<file path="src/rtl/schedule_dispatcher.sv">
// schedule_dispatcher: steps the layer-block scheduler and dispatches one job per active block to NPU/CIM
// Ports:
//   clk_i, rst_ni            clock, asynchronous active-low reset
//   start_i, abort_i         run start pulse, return-to-idle override
//   schedule_*               request/response handshake with the layer-block scheduler
//   npu_job_*, npu_done_i    NPU job valid/ready, layer/type, completion pulse
//   cim_job_*, cim_done_i    CIM job valid/ready, layer/type, completion pulse
//   busy_o, done_o, error_o  status: not idle, run complete pulse, sticky watchdog error
//   step_count_o             completed schedule steps in the current run (saturating)
module schedule_dispatcher #(
    parameter int unsigned LAYER_W        = 32,
    parameter int unsigned CNT_W          = 16,
    parameter int unsigned TIMEOUT_CYCLES = 4096
) (
    input  logic               clk_i,
    input  logic               rst_ni,
    input  logic               start_i,
    input  logic               abort_i,
    output logic               schedule_valid_o,
    input  logic               schedule_ready_i,
    input  logic               block0_finish_i,
    input  logic               block1_finish_i,
    input  logic               schedule_type_i,
    input  logic               block_type_i,
    input  logic [LAYER_W-1:0] block0_schedule_layer_i,
    input  logic [LAYER_W-1:0] block1_schedule_layer_i,
    output logic               npu_job_valid_o,
    input  logic               npu_job_ready_i,
    output logic [LAYER_W-1:0] npu_job_layer_o,
    output logic               npu_job_type_o,
    input  logic               npu_done_i,
    output logic               cim_job_valid_o,
    input  logic               cim_job_ready_i,
    output logic [LAYER_W-1:0] cim_job_layer_o,
    output logic               cim_job_type_o,
    input  logic               cim_done_i,
    output logic               busy_o,
    output logic               done_o,
    output logic               error_o,
    output logic [CNT_W-1:0]   step_count_o
);
    typedef enum logic [2:0] {IDLE, REQ, ISSUE, WAIT, DONE, ERR} state_e;

    state_e             state_q, state_d;
    logic               sched_valid_q, sched_valid_d;
    logic               npu_valid_q, npu_valid_d, cim_valid_q, cim_valid_d;
    logic               npu_pend_q, npu_pend_d, cim_pend_q, cim_pend_d;
    logic               job_type_q, job_type_d;
    logic               busy_q, busy_d, done_q, done_d, err_q, err_d;
    logic [LAYER_W-1:0] npu_layer_q, npu_layer_d, cim_layer_q, cim_layer_d;
    logic [CNT_W-1:0]   step_q, step_d;
    logic [31:0]        wd_q, wd_d;
    logic               npu_req, cim_req, wd_hit;

    // schedule_type swaps which block feeds which engine; a finished block gets no job
    assign npu_req = ~(schedule_type_i ? block1_finish_i : block0_finish_i);
    assign cim_req = ~(schedule_type_i ? block0_finish_i : block1_finish_i);
    assign wd_hit  = (TIMEOUT_CYCLES != 0) && (wd_q + 32'd1 == TIMEOUT_CYCLES);

    always_comb begin
        state_d       = state_q;
        sched_valid_d = sched_valid_q;
        npu_valid_d   = npu_valid_q & ~npu_job_ready_i;
        cim_valid_d   = cim_valid_q & ~cim_job_ready_i;
        // a done pulse in the acceptance cycle cancels the pending flag it would set
        npu_pend_d    = (npu_pend_q | (npu_valid_q & npu_job_ready_i)) & ~npu_done_i;
        cim_pend_d    = (cim_pend_q | (cim_valid_q & cim_job_ready_i)) & ~cim_done_i;
        npu_layer_d   = npu_layer_q;
        cim_layer_d   = cim_layer_q;
        job_type_d    = job_type_q;
        step_d        = step_q;
        wd_d          = wd_q;
        err_d         = err_q;
        done_d        = 1'b0;
        case (state_q)
            IDLE: begin
                if (start_i) begin
                    state_d       = REQ;
                    sched_valid_d = 1'b1;
                    step_d        = '0;
                end
            end
            REQ: begin
                if (schedule_ready_i) begin
                    sched_valid_d = 1'b0;
                    job_type_d    = block_type_i;
                    npu_layer_d   = schedule_type_i ? block1_schedule_layer_i : block0_schedule_layer_i;
                    cim_layer_d   = schedule_type_i ? block0_schedule_layer_i : block1_schedule_layer_i;
                    if (block0_finish_i && block1_finish_i) begin
                        state_d = DONE;
                        done_d  = 1'b1;
                    end else begin
                        state_d     = ISSUE;
                        wd_d        = '0;
                        npu_valid_d = npu_req;
                        cim_valid_d = cim_req;
                    end
                end
            end
            ISSUE, WAIT: begin
                wd_d = wd_q + 32'd1;
                if (wd_hit) begin
                    state_d     = ERR;
                    err_d       = 1'b1;
                    npu_valid_d = 1'b0;
                    cim_valid_d = 1'b0;
                end else if (state_q == ISSUE && !npu_valid_d && !cim_valid_d) begin
                    state_d = WAIT;
                end else if (state_q == WAIT && !npu_pend_q && !cim_pend_q) begin
                    state_d       = REQ;
                    sched_valid_d = 1'b1;
                    step_d        = &step_q ? step_q : step_q + CNT_W'(1);
                end
            end
            DONE: state_d = IDLE;
            default: ;
        endcase
        if (abort_i) begin
            state_d       = IDLE;
            sched_valid_d = 1'b0;
            npu_valid_d   = 1'b0;
            cim_valid_d   = 1'b0;
            npu_pend_d    = 1'b0;
            cim_pend_d    = 1'b0;
            err_d         = 1'b0;
            done_d        = 1'b0;
        end
        busy_d = state_d != IDLE;
    end

    always_ff @(posedge clk_i or negedge rst_ni) begin
        if (!rst_ni) begin
            state_q       <= IDLE;
            sched_valid_q <= 1'b0;
            npu_valid_q   <= 1'b0;
            cim_valid_q   <= 1'b0;
            npu_pend_q    <= 1'b0;
            cim_pend_q    <= 1'b0;
            npu_layer_q   <= '0;
            cim_layer_q   <= '0;
            job_type_q    <= 1'b0;
            step_q        <= '0;
            wd_q          <= '0;
            busy_q        <= 1'b0;
            done_q        <= 1'b0;
            err_q         <= 1'b0;
        end else begin
            state_q       <= state_d;
            sched_valid_q <= sched_valid_d;
            npu_valid_q   <= npu_valid_d;
            cim_valid_q   <= cim_valid_d;
            npu_pend_q    <= npu_pend_d;
            cim_pend_q    <= cim_pend_d;
            npu_layer_q   <= npu_layer_d;
            cim_layer_q   <= cim_layer_d;
            job_type_q    <= job_type_d;
            step_q        <= step_d;
            wd_q          <= wd_d;
            busy_q        <= busy_d;
            done_q        <= done_d;
            err_q         <= err_d;
        end
    end

    assign schedule_valid_o = sched_valid_q;
    assign npu_job_valid_o  = npu_valid_q;
    assign npu_job_layer_o  = npu_layer_q;
    assign npu_job_type_o   = job_type_q;
    assign cim_job_valid_o  = cim_valid_q;
    assign cim_job_layer_o  = cim_layer_q;
    assign cim_job_type_o   = job_type_q;
    assign busy_o           = busy_q;
    assign done_o           = done_q;
    assign error_o          = err_q;
    assign step_count_o     = step_q;
endmodule
</file>
<file path="config.mk">
export PLATFORM = sky130hd
export DESIGN_NAME = schedule_dispatcher
export DESIGN_NICKNAME = d
export VERILOG_FILES = /design/src/rtl/schedule_dispatcher.sv
export SDC_FILE = /design/constraint.sdc
export NUM_CORES = 1
export LEC_CHECK = 0
export ABC_AREA = 1
export ABC_CLOCK_PERIOD_IN_PS = 4200
export BUFFER_PORTS_ARGS = -buffer_cell sky130_fd_sc_hd__buf_2
export CAP_MARGIN = 20
export CORE_ASPECT_RATIO = 1.4
export CORE_MARGIN = 2
export CORE_UTILIZATION = 49
export CTS_BUF_LIST = sky130_fd_sc_hd__clkbuf_8
export DETAILED_ROUTE_END_ITERATION = 10
export GPL_ROUTABILITY_DRIVEN = 0
export MAX_ROUTING_LAYER = met4
export PLACE_DENSITY = 0.72
export REMOVE_ABC_BUFFERS = 1
export SLEW_MARGIN = 20
export SYNTH_ARGS = -nofsm -noshare
export SYNTH_HDL_FRONTEND = slang
export SYNTH_SLANG_ARGS = --single-unit
</file>
<file path="constraint.sdc">
create_clock -name clk_i -period 4.2 [get_ports clk_i]
set_input_delay 0.84 -clock clk_i [delete_from_list [all_inputs] [get_ports clk_i]]
set_output_delay 0.84 -clock clk_i [all_outputs]
set_load 0.02 [all_outputs]
</file>
Yosys cells after proc, flatten, opt, wreduce, memory -nomap -nowiden
Index checks and enable logic that the tools add are counted.
{"block": "op_classes", "n_reduce_logical": 23, "n_eq_ne": 17, "bitwise_logic": 14, "muxes": 47, "add_sub_neg": 2}
{"op": "two-way mux 32 bit", "n": 4}
{"op": "two-way mux 16 bit", "n": 5}
{"op": "case mux 32 bit (2 select lines)", "n": 1}
{"op": "adder 32 x 1 -> 32 bit, second input constant", "n": 1}
{"op": "equality test 32 x 13 -> 1 bit, second input constant", "n": 1}
{"op": "case mux 16 bit (2 select lines)", "n": 1}
{"op": "two-way mux 1 bit", "n": 25}
{"op": "two-way mux 3 bit", "n": 7}
{"op": "adder 16 x 1 -> 16 bit, second input constant", "n": 1}
{"op": "AND reduction 16 bit", "n": 1}
{"op": "inequality test 3 bit, second input constant", "n": 5}
{"op": "inequality test 2 bit, second input constant", "n": 7}
{"op": "case mux 3 bit (4 select lines)", "n": 1}
{"op": "AND reduction 6 bit", "n": 2}
{"op": "nonzero test 2 bit", "n": 4}
{"op": "bitwise AND 1 bit", "n": 6}
{"op": "equality test 3 x 2 -> 1 bit, second input constant", "n": 2}
{"op": "NOT 1 bit", "n": 6}
{"op": "logical AND 1 bit", "n": 5}
{"op": "zero test 1 bit", "n": 4}
{"op": "case mux 1 bit (2 select lines)", "n": 2}
{"op": "AND reduction 2 bit", "n": 2}
{"op": "nonzero test 4 bit", "n": 1}
{"op": "equality test 3 x 1 -> 1 bit, second input constant", "n": 1}
{"op": "other kinds (7)", "n": 8}
{"block": "totals", "ff_bits": 124}

Depth between registers and ports, before layout
{"block": "depth", "depth_word": 10, "depth_mapped": 16, "mapped_depth_nobuf": 16}

Worst setup path before layout
OpenSTA, ideal clock, no wires.
{"block": "synth_path", "path_type": "register to register", "start": "register wd_q[0]", "end": "register step_q[8] (netlist: step_count_o[8])", "stages_incl_launch_ff": 17, "path_slack_ns": 2.036, "setup_time_ns": 0.118, "arrival_time_ns": 2.046, "cell_sequence": "dfrtp_1 > ha_1 > nand2_2 > nor2_4 > nand2_4 > nor2_4 > nand2_1 > nand2_1 > nand2_1 > nor2_1 > nand2_1 > nor2_1 > nand4_2 > buf_6 > buf_6 > nand4_1 > nand2_1"}
{"block": "synth_via", "elab_chain_cells": 4}
{"element": "start: declaration", "line_no": "52", "rtl": "logic [31:0] wd_q, wd_d;"}
{"element": "start signal: assignment", "line_no": "158", "rtl": "wd_q <= wd_d;"}
{"element": "adder 32 x 1 -> 32 bit", "line_no": "58", "rtl": "assign wd_hit = (TIMEOUT_CYCLES != 0) && (wd_q + 32'd1 == TIMEOUT_CYCLES);"}
{"element": "equality test 32 x 13 -> 1 bit", "line_no": "58"}
{"element": "inequality test 2 bit (no line)"}
{"element": "AND reduction 6 bit (no line)"}
{"element": "end signal: assignment", "line_no": "157", "rtl": "step_q <= step_d;"}
{"element": "end: declaration", "line_no": "51", "rtl": "logic [CNT_W-1:0] step_q, step_d;"}
Every way passes these cells.
A chain may end at the register's enable or synchronous reset.

Worst setup path after layout
{"block": "layout_path", "start": "register wd_q[0]", "end": "register step_q[15] (netlist: step_count_o[15])"}
Same word-level chain as after synthesis.

==> flow_summary.yaml <==
yosys:
  avgSynthCellArea_sq_um: 6.969
  ys_types: 36
  yosys_warnings: 0
  synthCells: 1012
  seq_area_frac_synth_pct: 44.00
  ys_seq_elements: 124
  syn_area_sq_mm: 0.007053
floorplan:
  io_pins: 165
  die_w_um: 105.4
  core_sq_mm: 0.01397
  dieHeight_um: 146.0
  die_area_sq_mm: 0.01538
  row_count: 51
  start_util_pct: 50.47
sta:
  hold_slack_ps: 433.5
  fin_tns_setup_ps: 0
  max_freq_ghz: 0.3327
  finalClockSkew_ps: 14.38
  rsz0062_at_grt: "false"
  fin_crit_sh_pct: 71.57
  slew_viol_final: 0
  setup_viol: 0
  setup_ws_ps: 1194
  hold_viol_final: 0
  maxSlewHeadroom_pct: 31.86
  min_period_ps: 3006
  worstMarginPinSlew_ps: 1022
worst_setup_path:
  cp.required_ps: 4570
  end_kind: "register"
  startpoint_type: "register"
  timing.rr.end: "step_count_o[15]"
  arrival_ps: 3380
  cp_max_fo: 20
  critical_path_class: "reg2reg"
  r2r_setup_slack_ps: 1190
  rr_worst_depth: 15
  r2r-start: "wd_q[0]"
clock_network:
  post-cts-setup-buffers: 0
  h-tree-depth: 4
  cts_resized: 0
  cts_buffers: 17
  cts_tree: "done"
  cts.sinks: 124
  clock_latency_ps: 430
  holdBufCountCts: 0
  clk_path_buf_depth: 2
  cts_root_buffer: "clkbuf_8"
  path_clk_slew_ps: 80
cells_and_area:
  mostFrequentLayoutCells: "nand2_1 (393), buf_2 (162), o21ai_0 (131), dfrtp_1 (124), inv_1 (106)"
  layout-drive-gt1-share_pct: 19.78
  area_growth_pct: 19.73
  final-seq-area_sq_mm: 0.003103
  final_cell_area_sq_mm: 0.008444
  n_antenna_cell: 0
  fillers: 1329
  multi_input_area_sq_mm: 0.003361
  layout.nets: 1241
  final_common_cell: "nand2_1"
place:
  dp_hpwl_mm: 12.88
  place_ws_ps: 1209
  io_buffers: 164
  place_area_sq_mm: 0.007991
status:
  status: "complete, no violations"
route:
  finalWirelength_mm: 18.16
  drt_iter0_markers: 377
  drtPass1Iterations: 5
  vias: 6894
  drc: 0
  via_per_inst: 5.077
  drtAntennaViolNets: 0
  avgRoutedWirePerCell_um: 13.37
pwr:
  leakage_nw: 4.465
  p_per_area_mw_per_mm2: 435.1
  ir_drop_v: 0.0003971
job:
  maxCapViolCount: 0
grt:
  antenna_found_initial: 0
  grt_pass1_vias: 6659
  grt_first_pass_wirelength_mm: 30.71
  grt_overflow_total: 0
  grt_start_max_net_pins: 133
  track_usage_pct: 25.18
worst_hold_path:
  min_path_type: "in2async"
cell families after synthesis:
| group | Yosys count | synth area share, % |
|---|---|---|
| buffers and inverters | 150 | 8.356 |
| adder cells (fa/ha/maj) | 3 | 0.5323 |
| XOR/XNOR | 18 | 2.235 |
| flip-flops | 124 | 44.00 |
| AO/OA/AOI/OAI | 157 | 11.69 |
| AND/OR/NAND/NOR | 560 | 33.19 |
area by class of cell:
type	count	area share, %
Multi-Input combinational cell	738	39.80
Timing Repair Buffer	170	10.46
Clock inverter	14	2.593
Inverter	110	4.890
Clock buffer	17	2.771
Sequential cell	124	36.75
Tap cell	185	2.741
cells in the mapped netlist:
library cell  number  area [sq um]
a221oi_1           2         17.52
buf_4              1         7.510
nand3_2            2         20.02
inv_1            105         394.1
buf_1              3         11.26
dfrtp_1          124          3103
clkinv_1           2         7.510
nand4_2            1         12.51
nand2_1          393          1475
nor2_8             1         20.02
ha_1               3         37.54
buf_6              3         33.78
o22ai_1            8         50.05
a21oi_2            1         8.760
nor3_1             5         25.02
nor4_1             1         6.260
nand4_1           21         131.4
nor3b_1            1         7.510
clkbuf_1          33         123.9
nor2_4             6         67.56
xnor2_1            2         17.52
nor2_2             8         50.05
inv_2              3         11.26
nand2_2            7         43.79
xor2_1            16         140.1
o21ai_1            1         5.000
nand2_4            1         11.26
a21oi_1            9         45.04
nand3_1           35         175.2
a22o_1             2         17.52
o22a_1             1         8.760
o221ai_1           1         8.760
a211oi_1           1         7.510
nor2_1            77         289.0
or2_2              1         6.260
o21ai_0          131         655.6
metal layers:
layer | vias to the layer above | global-route usage, % | wire length (um)
met1 | 3157 | 29.54 | 7537
li1 | 3481 | - | -
met5 | - | - | 0
met3 | 41 | 6.001 | 1108
met4 | 0 | 10.07 | 491
met2 | 215 | 41.45 | 9019
state kept, by name, indices dropped and copies added (netlist names):
signal,flops
busy_o,1
npu_job_valid_o,1
state_q,3
done_o,1
cim_job_layer_o,32
step_count_o,16
wd_q,32
schedule_valid_o,1
npu_job_layer_o,32
npu_pend_q,1
cim_job_type_o,1
cim_job_valid_o,1
error_o,1
cim_pend_q,1
power by group:
| part | internal, mW | leakage, nW | switching (mW) |
|---|---|---|---|
| Combinational | 0.293 | 2.62 | 0.641 |
| Sequential | 1.40 | 1.63 | 0.124 |
| Clock | 0.706 | 0.216 | 0.506 |
how the worst max path moves through the flow:
stage	start	to	cells after the start
3_5_place_dp	wd_q[0]	step_count_o[2]	15
2_1_floorplan	schedule_ready_i	cim_job_layer_o[19]	4
4_1_cts	wd_q[0]	step_count_o[15]	15
3_3_place_gp	wd_q[0]	step_count_o[2]	12
6_report	wd_q[0]	step_count_o[15]	15
5_1_grt	wd_q[0]	step_count_o[3]	15
through the flow:
stage	total power [mW]	std cells	util [%]
finish	3.674	1358	60.43
floorplan	2.078	972	-
CTS	3.708	1358	60.43
global placement	2.468	1327	57.19
detailed placement	2.487	1327	57.19
global route	3.889	1358	60.43
critical path: stages (launching register included):
cell     delay, ps
dfrtp_1        450
ha_1           260
nand2_2         90
nor2_4         180
nand2_4        110
nor2_4         170
nand2_1         70
nand2_1         90
nand2_1         50
nor2_1          80
nand2_1         70
nor2_1         160
nand4_2        490
nand3_2        490
nand2_1        100
nand2_1         70
(Power assumes the default switching activity.)
